File: src/rtl/width_serializer_pkg.sv
// Shared helpers for the width serializer: slice arithmetic, legality check
// and the derived occupancy state used for debug visibility.
package width_serializer_pkg;

  typedef enum logic [1:0] {
    ST_EMPTY = 2'd0,
    ST_BUSY  = 2'd1,
    ST_FULL  = 2'd2
  } ser_state_e;

  function automatic int slice_count(input int in_w, input int out_w);
    return in_w / out_w;
  endfunction

  function automatic int cnt_width(input int n);
    return (n <= 1) ? 1 : $clog2(n);
  endfunction

  function automatic bit params_legal(input int in_w, input int out_w);
    return (out_w > 0) && (in_w >= out_w) && ((in_w % out_w) == 0);
  endfunction

endpackage

File: src/rtl/width_serializer_chk.sv
// Elaboration-time legality check of the serializer width parameters.
module width_serializer_chk
  import width_serializer_pkg::*;
#(
  parameter int IN_W  = 8,
  parameter int OUT_W = 2
) ();

  if (!params_legal(IN_W, OUT_W)) begin : g_illegal
    $error("width_serializer: IN_W must be a non-zero multiple of OUT_W");
  end

endmodule

File: src/rtl/width_serializer_hold.sv
// Single-entry holding register with valid/ready; a load in the same cycle
// as an unload replaces the entry, so it also works as a pass-through stage.
module width_serializer_hold #(
  parameter int W = 8
) (
  input  logic         clk,
  input  logic         rst_n,
  input  logic         load,
  input  logic [W-1:0] din,
  input  logic         din_last,
  input  logic         unload,
  output logic         ready,
  output logic         valid,
  output logic [W-1:0] dout,
  output logic         dout_last
);

  logic         valid_r;
  logic [W-1:0] data_r;
  logic         last_r;

  // entry storage: load has priority, unload empties
  always_ff @(posedge clk or negedge rst_n) begin
    if (!rst_n) begin
      valid_r <= 1'b0;
      data_r  <= '0;
      last_r  <= 1'b0;
    end else if (load) begin
      valid_r <= 1'b1;
      data_r  <= din;
      last_r  <= din_last;
    end else if (unload) begin
      valid_r <= 1'b0;
    end else begin
      valid_r <= valid_r;
    end
  end

  assign ready     = !valid_r;
  assign valid     = valid_r;
  assign dout      = data_r;
  assign dout_last = last_r;

endmodule

File: src/rtl/width_serializer.sv
// Wide-to-narrow stream serializer: IN_W-bit words out as OUT_W-bit slices,
// with backpressure, a one-word holding buffer and end-of-frame propagation.
module width_serializer
  import width_serializer_pkg::*;
#(
  parameter int IN_W      = 8,
  parameter int OUT_W     = 2,
  parameter bit MSB_FIRST = 1'b0
) (
  input  logic             clk,
  input  logic             rst_n,
  input  logic             axiiv,
  input  logic [IN_W-1:0]  axiid,
  input  logic             axiil,
  output logic             axiir,
  output logic             axiov,
  output logic [OUT_W-1:0] axiod,
  output logic             axiol,
  input  logic             axior
);

  localparam int N  = slice_count(IN_W, OUT_W);
  localparam int CW = cnt_width(N);
  localparam logic [CW-1:0] LAST_CNT = CW'(N - 1);

  width_serializer_chk #(.IN_W(IN_W), .OUT_W(OUT_W)) u_chk ();

  logic [IN_W-1:0] sh_data_r, sh_data_s, shifted_s;
  logic            sh_last_r, sh_last_s;
  logic            sh_valid_r, sh_valid_s;
  logic [CW-1:0]   slice_cnt_r, slice_cnt_s;

  logic            hd_ready_s, hd_valid_s, hd_last_s;
  logic [IN_W-1:0] hd_data_s;

  logic            accept_s, consume_s, final_s, hd_load_s, hd_unload_s;
  ser_state_e      state_s;

  // handshake qualifiers and derived occupancy state
  always_comb begin
    accept_s    = axiiv && hd_ready_s;
    consume_s   = sh_valid_r && axior;
    final_s     = consume_s && (slice_cnt_r == LAST_CNT);
    hd_load_s   = accept_s && sh_valid_r && !final_s;
    hd_unload_s = final_s && hd_valid_s;
    if (!sh_valid_r) begin
      state_s = ST_EMPTY;
    end else if (!hd_valid_s) begin
      state_s = ST_BUSY;
    end else begin
      state_s = ST_FULL;
    end
  end

  width_serializer_hold #(.W(IN_W)) u_hold (
    .clk       (clk),
    .rst_n     (rst_n),
    .load      (hd_load_s),
    .din       (axiid),
    .din_last  (axiil),
    .unload    (hd_unload_s),
    .ready     (hd_ready_s),
    .valid     (hd_valid_s),
    .dout      (hd_data_s),
    .dout_last (hd_last_s)
  );

  // next state of the active shift register
  always_comb begin
    sh_data_s   = sh_data_r;
    sh_last_s   = sh_last_r;
    sh_valid_s  = sh_valid_r;
    slice_cnt_s = slice_cnt_r;
    if (MSB_FIRST) begin
      shifted_s = sh_data_r << OUT_W;
    end else begin
      shifted_s = sh_data_r >> OUT_W;
    end
    case (state_s)
      ST_EMPTY: begin
        if (accept_s) begin
          sh_data_s   = axiid;
          sh_last_s   = axiil;
          sh_valid_s  = 1'b1;
          slice_cnt_s = '0;
        end else begin
          sh_valid_s  = 1'b0;
        end
      end
      ST_BUSY, ST_FULL: begin
        if (final_s) begin
          slice_cnt_s = '0;
          // holding word first; bypass only when the buffer is empty
          if (hd_valid_s) begin
            sh_data_s = hd_data_s;
            sh_last_s = hd_last_s;
          end else if (accept_s) begin
            sh_data_s = axiid;
            sh_last_s = axiil;
          end else begin
            sh_valid_s = 1'b0;
          end
        end else if (consume_s) begin
          sh_data_s   = shifted_s;
          slice_cnt_s = slice_cnt_r + CW'(1);
        end else begin
          slice_cnt_s = slice_cnt_r;
        end
      end
      default: begin
        sh_valid_s  = 1'b0;
        slice_cnt_s = '0;
      end
    endcase
  end

  // active shift register
  always_ff @(posedge clk or negedge rst_n) begin
    if (!rst_n) begin
      sh_data_r   <= '0;
      sh_last_r   <= 1'b0;
      sh_valid_r  <= 1'b0;
      slice_cnt_r <= '0;
    end else begin
      sh_data_r   <= sh_data_s;
      sh_last_r   <= sh_last_s;
      sh_valid_r  <= sh_valid_s;
      slice_cnt_r <= slice_cnt_s;
    end
  end

  if (MSB_FIRST) begin : g_msb
    assign axiod = sh_data_r[IN_W-1 -: OUT_W];
  end else begin : g_lsb
    assign axiod = sh_data_r[OUT_W-1:0];
  end

  assign axiir = hd_ready_s;
  assign axiov = sh_valid_r;
  assign axiol = sh_valid_r && sh_last_r && (slice_cnt_r == LAST_CNT);

endmodule

File: config.mk
export PLATFORM = sky130hd
export DESIGN_NAME = width_serializer
export DESIGN_NICKNAME = d
export VERILOG_FILES = /design/src/rtl/width_serializer_pkg.sv /design/src/rtl/width_serializer_chk.sv /design/src/rtl/width_serializer_hold.sv /design/src/rtl/width_serializer.sv
export SDC_FILE = /design/constraint.sdc
export NUM_CORES = 1
export LEC_CHECK = 0
export ABC_AREA = 1
export CORE_ASPECT_RATIO = 0.75
export CORE_MARGIN = 2
export CORE_UTILIZATION = 34
export CTS_BUF_LIST = sky130_fd_sc_hd__clkbuf_4
export CTS_CLUSTER_DIAMETER = 200
export DETAILED_ROUTE_END_ITERATION = 7
export PLACE_DENSITY = 0.62
export SYNTH_ARGS = -nofsm -noshare
export SYNTH_HDL_FRONTEND = slang
export SYNTH_SLANG_ARGS = --single-unit
File: constraint.sdc
create_clock -name clk -period 1.8 [get_ports clk]
set_clock_uncertainty 0.05 [all_clocks]
set_input_delay 0.27 -clock clk [delete_from_list [all_inputs] [get_ports clk]]
set_output_delay 0.27 -clock clk [all_outputs]
set_load 0.01 [all_outputs]
# ---- After elaboration in Yosys (flattened, before gate mapping)
# Index checks and enable logic that the tools add are counted.
dict set report word_totals {
  mem_bits_ro 0
  input_bits 13
  reg_bits 22
  elab_cells 56
  latch_bits 0
  mem_bits_rw 0
  mem_count 0
}
dict set report op_classes {
  add_sub_neg 1
  shifts 0
  multipliers 0
  magnitude_cmp 0
  div 0
  bitwise 0
  reduce_logical 18
  n_eq_ne 8
  muxes 22
}
# operator n
set ops {}
lappend ops {{8-bit 2-to-1 mux} 4}
lappend ops {{8-bit case mux with 2 select lines} 1}
lappend ops {{2-bit 2-to-1 mux} 5}
lappend ops {{1-bit 2-to-1 mux} 9}
lappend ops {{1-bit logical AND} 8}
lappend ops {{2-bit inequality test (second input constant)} 4}
lappend ops {{2-bit AND reduction} 3}
lappend ops {{2-bit equality test (second input constant)} 2}
lappend ops {{1-bit case mux with 2 select lines} 2}
lappend ops {{2-bit case mux with 2 select lines} 1}
lappend ops {{2-bit nonzero test} 2}
lappend ops {{3-bit inequality test (second input constant)} 1}
lappend ops {{3-bit AND reduction} 1}
lappend ops {{2-bit by 1-bit adder with 2-bit output (second input constant)} 1}
lappend ops {{2-bit by 1-bit equality test with 1-bit output (second input constant)} 1}
lappend ops {{1-bit logical NOT} 2}
lappend ops {{2-bit logical NOT} 1}
lappend ops {{2-bit OR reduction} 1}

# ---- Longest topological paths before layout
# Gate-level depths: netlist (run 1).
dict set report depth {
  depth_word 6
  ltp_mapped 10
  depth_no_buf 8
}

# ---- Cells and area by module
# A second synthesis (run 1) with hierarchy kept.
dict set report unflattened {
  cells_unflattened 188
  hier_area_um2 1365.1
}
# module cells_per_inst area_each_um2 seq_area_each_um2 instances
set by_module_without_submodules {}
lappend by_module_without_submodules {width_serializer 145 983.4 300.3 1}
lappend by_module_without_submodules {width_serializer_hold 43 381.6 250.2 1}

# ---- Least setup slack after synthesis (run 1)
# No wires, ideal clock.
dict set report synth_timing {
  path_kind {register -> register}
  from {reg sh_valid_r (netlist: axiov)}
  to {reg sh_data_r[7]}
  t_arrival_ps 1608
  path_stages_with_launch 11
  setup_ps 117
  synth_period_minus_slack_ps 1776
  setup_slack_ps 24
  n_path_buf 2
  cell_sequence {dfrtp_1 > nand2_1 > inv_1 > ha_1 > buf_2 > nand2_2 > buf_6 > o21ai_0 > inv_1 > nand3_1 > nand2_1}
}
dict set report synth_between {
  elab_chain_cells 5
  word_cells_on_any_way 12
}
# element line_no
set synth_rtl {}
lappend synth_rtl {{start, declared} width_serializer.sv:30} ;# logic sh_valid_r, sh_valid_s;
lappend synth_rtl {{start signal, assigned} width_serializer.sv:127} ;# sh_valid_r <= sh_valid_s;
lappend synth_rtl {{2-bit 2-to-1 mux} width_serializer.sv:46} ;# if (!sh_valid_r) begin
lappend synth_rtl {{2-bit by 1-bit equality test with 1-bit output / 2-bit equality test (equally long branches)} width_serializer.sv:79} ;# case (state_s)
lappend synth_rtl {{2-bit OR reduction} width_serializer.sv:79}
lappend synth_rtl {{3-bit inequality test (no line) / 2-bit nonzero test (equally long branches)} -}
lappend synth_rtl {{2-bit AND reduction (no line)} -}
lappend synth_rtl {{end signal, assigned} width_serializer.sv:125} ;# sh_data_r <= sh_data_s;
lappend synth_rtl {{end, declared} width_serializer.sv:28} ;# logic [IN_W-1:0] sh_data_r, sh_data_s, shifted_s;
# Several ways; a longest one is shown, not always the timed one.
# A chain may end at the register's enable or synchronous reset.

# ---- Final worst setup path (run 1)
dict set report layout_timing {
  from {reg sh_valid_r (netlist: axiov)}
  to {out axiov}
}
# element line_no
set layout_rtl {}
lappend layout_rtl {{end, declared} width_serializer.sv:16} ;# output logic axiov,
# No word-level cell between the ends.

==> results.json, run 1 <==
{
  "maxSlewHeadroom": 0.810,
  "gr-total-overflow": 0,
  "final_hold_viol_count": 0,
  "clk_latency_ns": 0.32,
  "min_path_type": "in -> async",
  "n_fill_cell": 372,
  "syn_inst": 183,
  "layout_commonest_cell": "nand2_1",
  "nets": 226,
  "port_buffers": 17,
  "diodes": 0,
  "grtUsageTotal": 0.141,
  "startpoint": "axiov",
  "layout_setup_ws_ns": 0.0887,
  "route.vias.total": 1188,
  "area_growth_pct": 26.4,
  "slew_viol_final": 0,
  "clockBufferDepth": 2,
  "synth_cell_type_count": 20,
  "drtAntennaViolNets": 0,
  "cp_max_fo": 6,
  "clkSinkCount": 22,
  "post-route-period-util": 0.951,
  "die_area_um2": 4510,
  "place_congestion": 0.806,
  "yosysSeqAreaShare": 0.406,
  "cp.arrival_ns": 1.39,
  "dp_hpwl_um": 2090,
  "crit_family": "buffers and inverters",
  "first_pass_iters": 4,
  "syn-cell-area_um2": 1360,
  "ys_ff_latch": 22,
  "max_freq_mhz": 584,
  "worstPathCellList": "buf_4 > clkdlybuf4s50_1",
  "grt_max_degree": 23,
  "wl_per_cell_um": 11.0,
  "ctsRootBufferMaster": "clkbuf_4",
  "powerDensity_nw_per_um2": 1650,
  "post-place-ws_ns": 0.0641,
  "grt_pass1_vias": 1077,
  "holdWs_ns": 0.235,
  "drc": 0,
  "die_w_um": 76.9,
  "worst_slew_pin_slew_ns": 0.285,
  "peakVddDrop_mv": 0.842,
  "avgSynthCellArea_um2": 7.40,
  "worstSetupPathType": "reg -> out",
  "crit_buf_inv": 2,
  "postCtsHoldBufs": 0,
  "startpoint_type": "flip-flop",
  "grt_pass1_wl_um": 5110,
  "yosys_warnings": 0,
  "utilization": 0.459,
  "core_area_um2": 3730,
  "drive_gt1_frac": 0.191,
  "maxCapViolations": 0,
  "antenna_found_initial": 0,
  "synth_top_cell_by_area": "dfrtp_1",
  "clk_pin_slew_worst_paths_ns": 0.14,
  "htree_levels": 1,
  "viasPerCell": 4.55,
  "num_io_pins": 18,
  "netlist_top_cells_area": "dfrtp_1 41%, nand2_1 14%, nand3_1 8.9%",
  "rsz0062_at_grt": "no",
  "setup_violations": 0,
  "drt-initial-drc-count": 75,
  "cts_buffers": 3,
  "worst-endpoint-required_ns": 1.48,
  "die_h_um": 58.7,
  "crit_path_end_kind": "primary output",
  "cpPeakStageDelay_ns": 0.55,
  "final_cell_mix": "51 x nand2_1, 24 x nand3_1, 22 x inv_1, 22 x dfrtp_1, 15 x clkdlybuf4s50_1",
  "power_leakage_nw": 0.879,
  "synth.top_cell.area_share": 0.406,
  "cts_tree": "done",
  "syn_nets": 199,
  "initial_core_util": 0.363,
  "status": "complete, no violations",
  "num_rows": 19,
  "reg2reg_from": "u_hold.valid",
  "routed_wl_um": 2870,
  "period_minus_slack_ns": 1.71,
  "fin_tns_setup_ns": 0,
  "cpMaxStageDelayCell": "clkdlybuf4s50_1"
}
[power by group]
part | switching (mW) | internal, mW | total [mW] | leakage [nW]
combinational | 0.826 | 0.721 | 1.55 | 0.579
clock | 0.159 | 0.225 | 0.384 | 0.0279
sequential | 0.159 | 0.741 | 0.900 | 0.272
total | 1.14 | 1.69 | 2.83 | 0.879
[Yosys cell counts (all sizes together)]
cell type / instances
a21oi: 13
and3: 1
buf: 9
dfrtp: 22
ha: 3
inv: 23
nand2: 53
nand3: 26
nand3b: 1
nor2: 15
o21ai: 14
or2: 3
[cell type report]
cell class                      instances  area (µm²)  area share
Clock inverter                          1        30.0      0.0175
Multi-Input combinational cell        129         673       0.393
Clock buffer                            3        22.5      0.0131
Sequential cell                        22         551       0.321
Tap cell                               52        65.1      0.0380
Inverter                               23        86.3      0.0504
Timing Repair Buffer                   31         285       0.167
[stage by stage]
stage / total power [mW] / instances / instance area, µm²
2_1_floorplan: 1.97 / 183 / 1360
3_3_place_gp: 2.39 / 255 / 1630
3_5_place_dp: 2.40 / 255 / 1630
4_1_cts: 2.82 / 260 / 1680
5_1_grt: 3.14 / 261 / 1710
6_report: 2.83 / 261 / 1710
[worst paths after layout]
kind                             endpoint  depth (start not counted)  slack [ns]
min in group clk           u_hold.dout[3]                          2        0.45
setup reg to reg             sh_data_r[0]                          8        0.11
hold / removal             u_hold.dout[6]                          2        0.23
setup / recovery                    axiov                          2        0.09
max in group asynchronous    sh_data_r[0]                          2        1.23
hold reg to reg            u_hold.dout[3]                          2        0.45
[sequential cells by signal, summed over array words and instances, names as in the netlist]
| register | flops |
|---|---|
| sh_data_r | 8 |
| u_hold.dout | 8 |
| slice_cnt_r | 2 |
| axiov | 1 |
| sh_last_r | 1 |
| u_hold.dout_last | 1 |
| u_hold.valid | 1 |
[cell families after synthesis]
logic type,share of synthesized area
simple gates,0.325
fa+ha+maj,0.0277
flops,0.406
compound gates,0.127
buf+inv,0.114
[timing repair]
action	in CTS	in global routing
resized for setup	2	4
setup buffers	1	1
setup endpoints to repair	2	10
[routing by layer]
layer | wire length (µm) | global-route usage | vias up
li1 | - | - | 632
met1 | 1540 | 0.212 | 525
met2 | 1180 | 0.207 | 29
met3 | 136 | 0.0368 | 2
met4 | 15 | 0.0234 | 0
met5 | 0 | 0 | -
Note: power is estimated with default switching activity, not from simulation.
==> run 2, diff against run 1 <==
DONT_BUFFER_PORTS = 1   (was unset)
PLACE_DENSITY = 0.56   (was 0.62)
==> run 2 against run 1 <==
Compared with the run above:
- critical path depth is 6 higher
- sequential power grew 1%
- clock power shrank 39%
- non-clock buffer count decreased by 22
- maximum frequency up 3.4%
- largest power group unchanged
==> results.json, run 2 (synthesized netlist as in run 1, its figures left out) <==
{
  "setup_violations": 0,
  "final_cell_mix": "51 x nand2_1, 24 x nand3_1, 22 x inv_1, 22 x dfrtp_1, 13 x nor2_1",
  "clkSinkCount": 22,
  "p_comb_frac": 0.551,
  "post-route-period-util": 0.919,
  "crit_path_end_kind": "flip-flop",
  "internal_power_mw": 1.43,
  "viasPerCell": 4.87,
  "gr-total-overflow": 0,
  "num_io_pins": 18,
  "initial_core_util": 0.363,
  "grt_pass1_vias": 1090,
  "holdWs_ns": 0.0210,
  "nets": 204,
  "post-place-ws_ns": 0.0455,
  "grt_max_degree": 23,
  "clk_latency_ns": 0.31,
  "powerDensity_nw_per_um2": 1720,
  "maxCapViolations": 0,
  "clockBufferDepth": 2,
  "instances_no_fill": 238,
  "n_fill_cell": 412,
  "power_leakage_nw": 0.772,
  "place_congestion": 0.796,
  "cts_buffers": 3,
  "startpoint_type": "flip-flop",
  "fin_tns_setup_ns": 0,
  "diodes": 0,
  "num_rows": 19,
  "drt-initial-drc-count": 40,
  "core_area_um2": 3730,
  "final_hold_viol_count": 0,
  "worst_slew_pin_slew_ns": 1.04,
  "grtUsageTotal": 0.141,
  "die_w_um": 76.9,
  "ctsRootBufferMaster": "clkbuf_4",
  "first_pass_iters": 4,
  "antenna_found_initial": 0,
  "die_area_um2": 4510,
  "drive_gt1_frac": 0.172,
  "worst-endpoint-required_ns": 1.96,
  "dp.cells": 233,
  "status": "complete, no violations",
  "layout_commonest_cell": "nand2_1",
  "area_growth_pct": 9.60,
  "max_freq_mhz": 604,
  "utilization": 0.398,
  "cp_max_fo": 13,
  "port_buffers": 0,
  "power_frac_clock": 0.092,
  "dpl_cell_area_um2": 1420,
  "power.share.sequential": 0.356,
  "cts_tree": "done",
  "wl_per_cell_um": 12.6,
  "route.vias.total": 1158,
  "slew_viol_final": 0,
  "clk_pin_slew_worst_paths_ns": 0.13,
  "min_path_type": "in -> reg",
  "grt_pass1_wl_um": 5020,
  "routed_wl_um": 2990,
  "worstSetupPathType": "reg -> reg",
  "switchingPower_mw": 1.13,
  "maxSlewHeadroom": 0.302,
  "drtAntennaViolNets": 0,
  "die_h_um": 58.7,
  "htree_levels": 1,
  "layout_setup_ws_ns": 0.146,
  "cp.arrival_ns": 1.81,
  "rsz0062_at_grt": "no",
  "swShare": 0.443,
  "drc": 0,
  "dp_hpwl_um": 2070,
  "final_area_um2": 1490,
  "period_minus_slack_ns": 1.65,
  "finalPower_mw": 2.56,
  "peakVddDrop_mv": 0.577
}
-- run 2: worst paths after layout --
kind	from	end	slack, ns	cells after the start
min reg2reg	u_hold.dout[7]	u_hold.dout[7]	0.45	2
max in group asynchronous	rst_n	sh_data_r[2]	0.55	1
min in group asynchronous	rst_n	u_hold.dout_last	0.52	1
min	axiil	u_hold.dout_last	0.02	2
max reg2reg	u_hold.valid	sh_data_r[5]	0.15	8
max	u_hold.valid	sh_data_r[5]	0.15	8
-- run 2: power by group through the flow --
stage | Combinational (mW) | Sequential, mW | Clock, mW
final | 1.41 | 0.912 | 0.236
after global routing | 1.62 | 0.951 | 0.257
after CTS | 1.37 | 0.910 | 0.240
after global placement | 1.31 | 0.913 | 0
after detailed placement | 1.34 | 0.921 | 0
after floorplan | 1.08 | 0.892 | 0
-- run 2: critical path: stages (launching register included) --
cell and delay (ns):
dfrtp_1 0.43, nor2_2 0.19, ha_4 0.25, buf_4 0.15, a21oi_4 0.16, buf_12 0.14, nand2_1 0.06, inv_1 0.05
a21oi_1 0.06
-- run 2: final cells by class --
class	count	area [µm²]	area share
repair buffers	9	82.6	0.0556
inverters	23	86.3	0.0581
multi-input cells	129	678	0.457
clock buffers	3	22.5	0.0152
well taps	52	65.1	0.0438
flip-flops and latches	22	551	0.371
-- run 2: timing repair --
action                                  4_1_cts  5_1_grt
endpoints found under the setup margin        0        9
resized for setup                             0        4
buffers inserted                              0        1
hold buffers                                  1        0
endpoints found under the hold margin        22        0
-- run 2: metal layers --
metal  vias up  share of wire  GRT usage
li1        583              -          -
met1       541           0.49      0.194
met2        32           0.44      0.221
met3         2          0.062     0.0491
met4         0         0.0077     0.0234
met5         -              0          0
